## config.mk

```make
export PLATFORM = sky130hd
export DESIGN_NAME = instr_fetch_unit_flat
export DESIGN_NICKNAME = d
export VERILOG_FILES = /design/src/rtl/riscv_pkg.sv /design/src/rtl/instr_fetch_unit_if.sv /design/src/rtl/next_pc_sel.sv /design/src/rtl/instr_fetch_unit.sv /design/src/flat_wrapper.sv
export SDC_FILE = /design/constraint.sdc
export NUM_CORES = 1
export LEC_CHECK = 0
export ABC_AREA = 1
export CORE_ASPECT_RATIO = 0.9
export CORE_MARGIN = 3
export CORE_UTILIZATION = 49
export DETAILED_ROUTE_END_ITERATION = 12
export PLACE_DENSITY = 0.86
export SETUP_SLACK_MARGIN = 0.2
export SYNTH_ARGS = -nofsm -noshare
export SYNTH_HDL_FRONTEND = slang
export SYNTH_SLANG_ARGS = --single-unit
export TNS_END_PERCENT = 20
```

## constraint.sdc

```tcl
create_clock -name CLK -period 5.04 [get_ports CLK]
set_clock_uncertainty 0.05 [all_clocks]
set_input_delay 0.504 -clock CLK [delete_from_list [all_inputs] [get_ports CLK]]
set_output_delay 0.504 -clock CLK [all_outputs]
set_load 0.02 [all_outputs]
```

## src/rtl/riscv_pkg.sv

```systemverilog
// Shared RISC-V core definitions: base opcodes, the canonical NOP and the fetch FSM state type.
package riscv_pkg;

  localparam logic [6:0] OP_R      = 7'b0110011;
  localparam logic [6:0] OP_I      = 7'b0010011;
  localparam logic [6:0] OP_LOAD   = 7'b0000011;
  localparam logic [6:0] OP_STORE  = 7'b0100011;
  localparam logic [6:0] OP_BRANCH = 7'b1100011;
  localparam logic [6:0] OP_JAL    = 7'b1101111;

  // addi x0,x0,0
  localparam logic [31:0] NOP_INSTR = 32'h0000_0013;

  typedef enum logic [1:0] {
    ST_IDLE  = 2'd0,
    ST_FETCH = 2'd1,
    ST_EXEC  = 2'd2,
    ST_ERROR = 2'd3
  } fetch_state_t;

endpackage

```

## src/rtl/instr_fetch_unit_if.sv

```systemverilog
// Instruction-memory request channel: the fetch unit is master, the memory is slave.
interface instr_fetch_unit_if #(
  parameter int XLEN = 32
);

  logic            IMemReq;
  logic [XLEN-1:0] IMemAddr;
  logic            IMemRdy;
  logic [31:0]     IMemData;

  modport master (output IMemReq, output IMemAddr, input IMemRdy, input IMemData);
  modport slave  (input IMemReq, input IMemAddr, output IMemRdy, output IMemData);

endinterface

```

## src/rtl/next_pc_sel.sv

```systemverilog
// Purpose: selects the next fetch address (redirect target or PC+4) and flags misalignment.
// Latency: purely combinational, zero cycles.
// Backpressure: none; the caller decides when the result is consumed.
module next_pc_sel
  import riscv_pkg::*;
#(
  parameter int XLEN = 32
) (
  input  logic [XLEN-1:0] i_pc,
  input  logic            i_pc_src,
  input  logic [XLEN-1:0] i_pc_target,
  output logic [XLEN-1:0] o_pc_plus4,
  output logic [XLEN-1:0] o_next_pc,
  output logic            o_misaligned
);

  logic [XLEN-1:0] w_next_pc;

  // Wraps naturally at 2^XLEN.
  assign o_pc_plus4   = i_pc + XLEN'(4);
  assign w_next_pc    = i_pc_src ? i_pc_target : o_pc_plus4;
  assign o_next_pc    = w_next_pc;
  assign o_misaligned = |w_next_pc[1:0];

endmodule

```

## src/rtl/instr_fetch_unit.sv

```systemverilog
// Purpose: fetch stage holding the architectural PC and the registered instruction.
// Latency: one cycle from accepted request to InstrValid; back-to-back when IMemRdy stays high.
// Backpressure: IMemRdy low parks in FETCH with the address frozen; Stall holds EXEC, no request.
module instr_fetch_unit
  import riscv_pkg::*;
#(
  parameter int              XLEN      = 32,
  parameter logic [XLEN-1:0] RESET_PC  = '0,
  parameter logic [31:0]     NOP_INSTR = riscv_pkg::NOP_INSTR
) (
  input  logic                 CLK,
  input  logic                 RST,
  input  logic                 PCSrc,
  input  logic [XLEN-1:0]      PCTarget,
  input  logic                 Stall,
  instr_fetch_unit_if.master   imem,
  output logic [31:0]          Instr,
  output logic [6:0]           OP_Code,
  output logic [XLEN-1:0]      PC,
  output logic [XLEN-1:0]      PCPlus4,
  output logic                 InstrValid,
  output logic                 FetchErr
);

  fetch_state_t    r_state;
  logic [XLEN-1:0] r_fetch_pc;
  logic [XLEN-1:0] r_pc;
  logic [31:0]     r_instr;
  logic            r_valid;
  logic            r_err;

  logic [XLEN-1:0] w_pc_plus4;
  logic [XLEN-1:0] w_next_pc;
  logic            w_misaligned;
  logic            w_req;
  logic [XLEN-1:0] w_addr;

  next_pc_sel #(.XLEN(XLEN)) u_next_pc_sel (
    .i_pc         (r_pc),
    .i_pc_src     (PCSrc),
    .i_pc_target  (PCTarget),
    .o_pc_plus4   (w_pc_plus4),
    .o_next_pc    (w_next_pc),
    .o_misaligned (w_misaligned)
  );

  // In EXEC the request goes out speculatively on NextPC so a ready memory gives zero bubbles.
  always_comb begin
    w_req  = 1'b0;
    w_addr = r_fetch_pc;
    case (r_state)
      ST_FETCH: w_req = 1'b1;
      ST_EXEC: begin
        if (!Stall && !w_misaligned) begin
          w_req  = 1'b1;
          w_addr = w_next_pc;
        end
      end
      default: ;
    endcase
  end

  always_ff @(posedge CLK or negedge RST) begin
    if (!RST) begin
      r_state    <= ST_IDLE;
      r_fetch_pc <= RESET_PC;
      r_pc       <= RESET_PC;
      r_instr    <= NOP_INSTR;
      r_valid    <= 1'b0;
      r_err      <= 1'b0;
    end else begin
      case (r_state)
        ST_IDLE: begin
          r_state    <= ST_FETCH;
          r_fetch_pc <= RESET_PC;
        end
        ST_FETCH: begin
          if (imem.IMemRdy) begin
            r_instr <= imem.IMemData;
            r_pc    <= r_fetch_pc;
            r_valid <= 1'b1;
            r_state <= ST_EXEC;
          end
        end
        ST_EXEC: begin
          if (!Stall) begin
            if (w_misaligned) begin
              r_valid <= 1'b0;
              r_err   <= 1'b1;
              r_state <= ST_ERROR;
            end else if (imem.IMemRdy) begin
              r_instr <= imem.IMemData;
              r_pc    <= w_next_pc;
            end else begin
              r_fetch_pc <= w_next_pc;
              r_valid    <= 1'b0;
              r_state    <= ST_FETCH;
            end
          end
        end
        default: r_state <= ST_ERROR;
      endcase
    end
  end

  assign imem.IMemReq  = w_req;
  assign imem.IMemAddr = w_addr;
  assign Instr         = r_instr;
  assign OP_Code       = r_instr[6:0];
  assign PC            = r_pc;
  assign PCPlus4       = w_pc_plus4;
  assign InstrValid    = r_valid;
  assign FetchErr      = r_err;

endmodule
```

## src/flat_wrapper.sv

```systemverilog
// flat-port wrapper written by rule: the top's interface ports become plain ports
module instr_fetch_unit_flat import riscv_pkg::*;
#(
  parameter int              XLEN      = 32,
  parameter logic [XLEN-1:0] RESET_PC  = '0,
  parameter logic [31:0]     NOP_INSTR = riscv_pkg::NOP_INSTR
)
  (CLK, RST, PCSrc, PCTarget, Stall, Instr, OP_Code, PC, PCPlus4, InstrValid, FetchErr, imem_IMemReq, imem_IMemAddr, imem_IMemRdy, imem_IMemData);
  instr_fetch_unit_if #(.XLEN(XLEN)) imem_i ();
  input  logic CLK;
  input  logic RST;
  input  logic PCSrc;
  input  logic [XLEN-1:0] PCTarget;
  input  logic Stall;
  output logic [31:0] Instr;
  output logic [6:0] OP_Code;
  output logic [XLEN-1:0] PC;
  output logic [XLEN-1:0] PCPlus4;
  output logic InstrValid;
  output logic FetchErr;
  output wire logic [$bits(imem_i.IMemReq)-1:0] imem_IMemReq;
  output wire logic [$bits(imem_i.IMemAddr)-1:0] imem_IMemAddr;
  input wire logic [$bits(imem_i.IMemRdy)-1:0] imem_IMemRdy;
  input wire logic [$bits(imem_i.IMemData)-1:0] imem_IMemData;
  assign imem_IMemReq = imem_i.IMemReq;
  assign imem_IMemAddr = imem_i.IMemAddr;
  assign imem_i.IMemRdy = imem_IMemRdy;
  assign imem_i.IMemData = imem_IMemData;
  instr_fetch_unit #(.XLEN(XLEN), .RESET_PC(RESET_PC), .NOP_INSTR(NOP_INSTR)) u_core (.CLK(CLK), .RST(RST), .PCSrc(PCSrc), .PCTarget(PCTarget), .Stall(Stall), .imem(imem_i), .Instr(Instr), .OP_Code(OP_Code), .PC(PC), .PCPlus4(PCPlus4), .InstrValid(InstrValid), .FetchErr(FetchErr));
endmodule
```

==> results.json <==
{
  "worst_slew_pin_slew_ns": 1.244,
  "num_vias": 6188,
  "avgRoutedWirePerCell_um": 15.95,
  "drt-pass1-iter-count": 6,
  "post_cts_resize_count": 0,
  "htreeDepth": 3,
  "end_kind": "output port",
  "syn-num-nets": 900,
  "rsz0062_at_grt": "no",
  "period_needed_ns": 4.217,
  "yosysSeqAreaShare_pct": 42.70,
  "avgSynthCellArea_sq_um": 7.106,
  "numCtsBuffers": 9,
  "synth-main-ff-cell": "dfrtp_1",
  "cts_tree": "done",
  "netlist-cell-type-count": 39,
  "start_kind": "input pin",
  "ys_top_cells_by_area": "dfrtp_1 41%, nand2_1 21%, nand3_1 6.8%",
  "required_ns": 4.49,
  "path_buf_inv": 5,
  "cp_cell_sequence": "clkdlybuf4s50_1, inv_2, o21ai_1, nand2_1, nor2_1, nand2_1, clkinv_1, buf_4, nand3_1, nand2_1, clkdlybuf4s50_1",
  "hold_slack_ns": 0.1588,
  "drive_above_1_share_pct": 6.046,
  "r2r_slack_ns": 1.18,
  "clockRootBuffer": "clkbuf_16",
  "p_leak_nw": 3.845,
  "multi_input_area_sq_um": 2865,
  "final_nets": 1078,
  "via_per_inst": 5.312,
  "portBuffers": 206,
  "cap_violations": 0,
  "clock_path_buffers": 2,
  "grt_max_degree": 62,
  "gp_congestion": 0.9384,
  "fmax_mhz": 237.1,
  "crit_top_cell": "nand2_1",
  "cts_hold_buf": 0,
  "clk_latency_ns": 0.34,
  "finalSetupViolations": 0,
  "max-slew-margin-rel_pct": 16.96,
  "crit_start": "PCSrc",
  "cts_setup_buffers": 0,
  "r2r-start": "u_core.r_state[0]",
  "io_pins": 207,
  "yosys_warnings": 0,
  "dieArea_sq_um": 13330,
  "worstSetupPathType": "input pin to output port",
  "vdd_drop_max_mv": 0.4213,
  "crit_family": "buffers and inverters",
  "fill_cells": 1021,
  "post-synth-top-area-cell": "dfrtp_1",
  "drt_iter0_markers": 519,
  "p_per_area_nw_per_um2": 678.5,
  "die_x_um": 121.4,
  "cpMaxStageDelayCell": "clkinv_1",
  "fp.coreArea_sq_um": 11570,
  "n_antenna_cell": 0,
  "hold_viol": 0,
  "routed_wl_um": 18590,
  "grt_pass1_wl_um": 29900,
  "finalSetupTns_ns": 0,
  "status": "finished clean",
  "hold_path.class": "input pin to asynchronous set/reset pin",
  "syn_to_final_growth_pct": 39.44,
  "first_global_vias": 6056,
  "start_util_pct": 50.71,
  "synth-edff-count": 0,
  "clk_pin_slew_worst_paths_ns": 0.07,
  "clkSinkCount": 100,
  "period_share_pct": 83.67,
  "netlist_area_sq_um": 5869,
  "drc_errors": 0,
  "synth-seq-cells": 100,
  "grt_overflow": 0,
  "grtUsageTotal_pct": 28.20,
  "slew_viol_final": 0,
  "synthCells": 826,
  "synth_top_area_share_pct": 41.36,
  "antenna_found_initial": 0,
  "worst-path-max-fanout": 24,
  "die_y_um": 109.8,
  "arrival_ns": 3.66,
  "hpwl_um": 13560,
  "row_count": 37,
  "antenna_left": 0,
  "ys_async_sr_fraction_pct": 100.0,
  "seqCellArea_sq_um": 2506,
  "max_stage_delay_ns": 0.61
}
[path summary, 6_finish.rpt]
check                                    endpoint  depth (start not counted)
max in group asynchronous         u_core.Instr[1]                          2
worst max register to register      u_core.PC[25]                          8
worst min-delay path                u_core.PC[17]                          1
worst max-delay path            imem_IMemAddr[27]                         11
worst min register to register    u_core.FetchErr                          1
min in group CLK                  u_core.FetchErr                          1
[sequential cells by signal (all words and copies together) (netlist names)]
signal and count:
u_core.FetchErr 1, u_core.r_fetch_pc 32, u_core.PC 32, u_core.InstrValid 1, u_core.r_state 2, u_core.Instr 32
[per-layer routing]
metal | vias up | global-route usage (%) | part of all wire [%]
met5 | - | 0 | 0
met4 | 0 | 7.120 | 1.7
met3 | 29 | 8.591 | 9.9
met2 | 314 | 46.19 | 46
met1 | 2847 | 36.77 | 42
li1 | 2998 | - | -
[placed cells by master, fill, tap and decap left out, types with 4 or more instances in the layout]
master           count
ha_1                 5
a21oi_1             37
or2_2               23
o21ai_1             12
nand2_1            329
a31oi_1              4
clkbuf_16            9
clkdlybuf4s50_1    205
a2bb2oi_1            4
nor2_2               5
a21boi_1             6
a22oi_1             10
inv_1               51
dfrtp_1             97
nand3_1             80
o21ai_0             37
buf_4                9
xor2_1               6
nor2_1              46
[power by group]
part / leakage [nW] / switching (mW) / internal, mW
clock: 0.140 / 0.308 / 0.388
combinational: 2.45 / 1.88 / 1.41
sequential: 1.25 / 0.377 / 1.19
[synth_stat cells, types with 4 or more instances]
| library cell | number |
|---|---|
| o21ai_1 | 12 |
| buf_2 | 14 |
| nand2_1 | 330 |
| a31oi_1 | 4 |
| xor2_1 | 6 |
| or2_2 | 23 |
| a2bb2oi_1 | 4 |
| nor2_2 | 5 |
| ha_1 | 5 |
| inv_1 | 51 |
| dfrtp_1 | 97 |
| buf_4 | 9 |
| nor2_1 | 46 |
| buf_6 | 9 |
| buf_1 | 5 |
| a21oi_1 | 37 |
| clkbuf_1 | 10 |
| o21ai_0 | 37 |
| nand3_1 | 80 |
| a21boi_1 | 6 |
| a22oi_1 | 10 |
[through the flow]
stage | power [mW] | utilization (%) | cell area, sq um | setup WS (ns) | std cells
after floorplan | 3.405 | - | 5869 | 2.488 | 826
after detailed placement | 4.845 | 68.18 | 7891 | 0.8667 | 1149
after global placement | 4.794 | 68.18 | 7891 | 0.9360 | 1149
final | 5.553 | 70.71 | 8184 | 0.8231 | 1165
after CTS | 5.557 | 70.71 | 8184 | 0.8412 | 1165
after global routing | 5.927 | 70.71 | 8184 | 0.6037 | 1165
[logic make-up after synthesis]
family,share of synthesized area (%)
and+or+nand+nor,34.96
AOI/OAI and AO/OA,11.53
buffers and inverters,8.527
DFF,42.70
xor gates and xnor gates,1.045
adders and majority gates,1.066
muxes,0.1705
[cell type report]
class / instances / share of cell area (%)
timing repair buffer: 214 / 25.90
inverter: 54 / 2.507
sequential: 100 / 30.62
clock inverter: 5 / 0.7338
clock buffer: 11 / 2.844
tap: 156 / 2.385
multi-input combinational: 625 / 35.01
[worst reg2reg max path, stage by stage, from the launching register on]
cell,delay (ns)
dfrtp_1,0.41
inv_1,0.11
ha_1,0.75
inv_1,0.83
a211oi_1,0.48
nand2_2,0.37
buf_4,0.42
a21oi_1,0.21
a21boi_1,0.10
No activity file was read; power rests on OpenSTA's default activity.
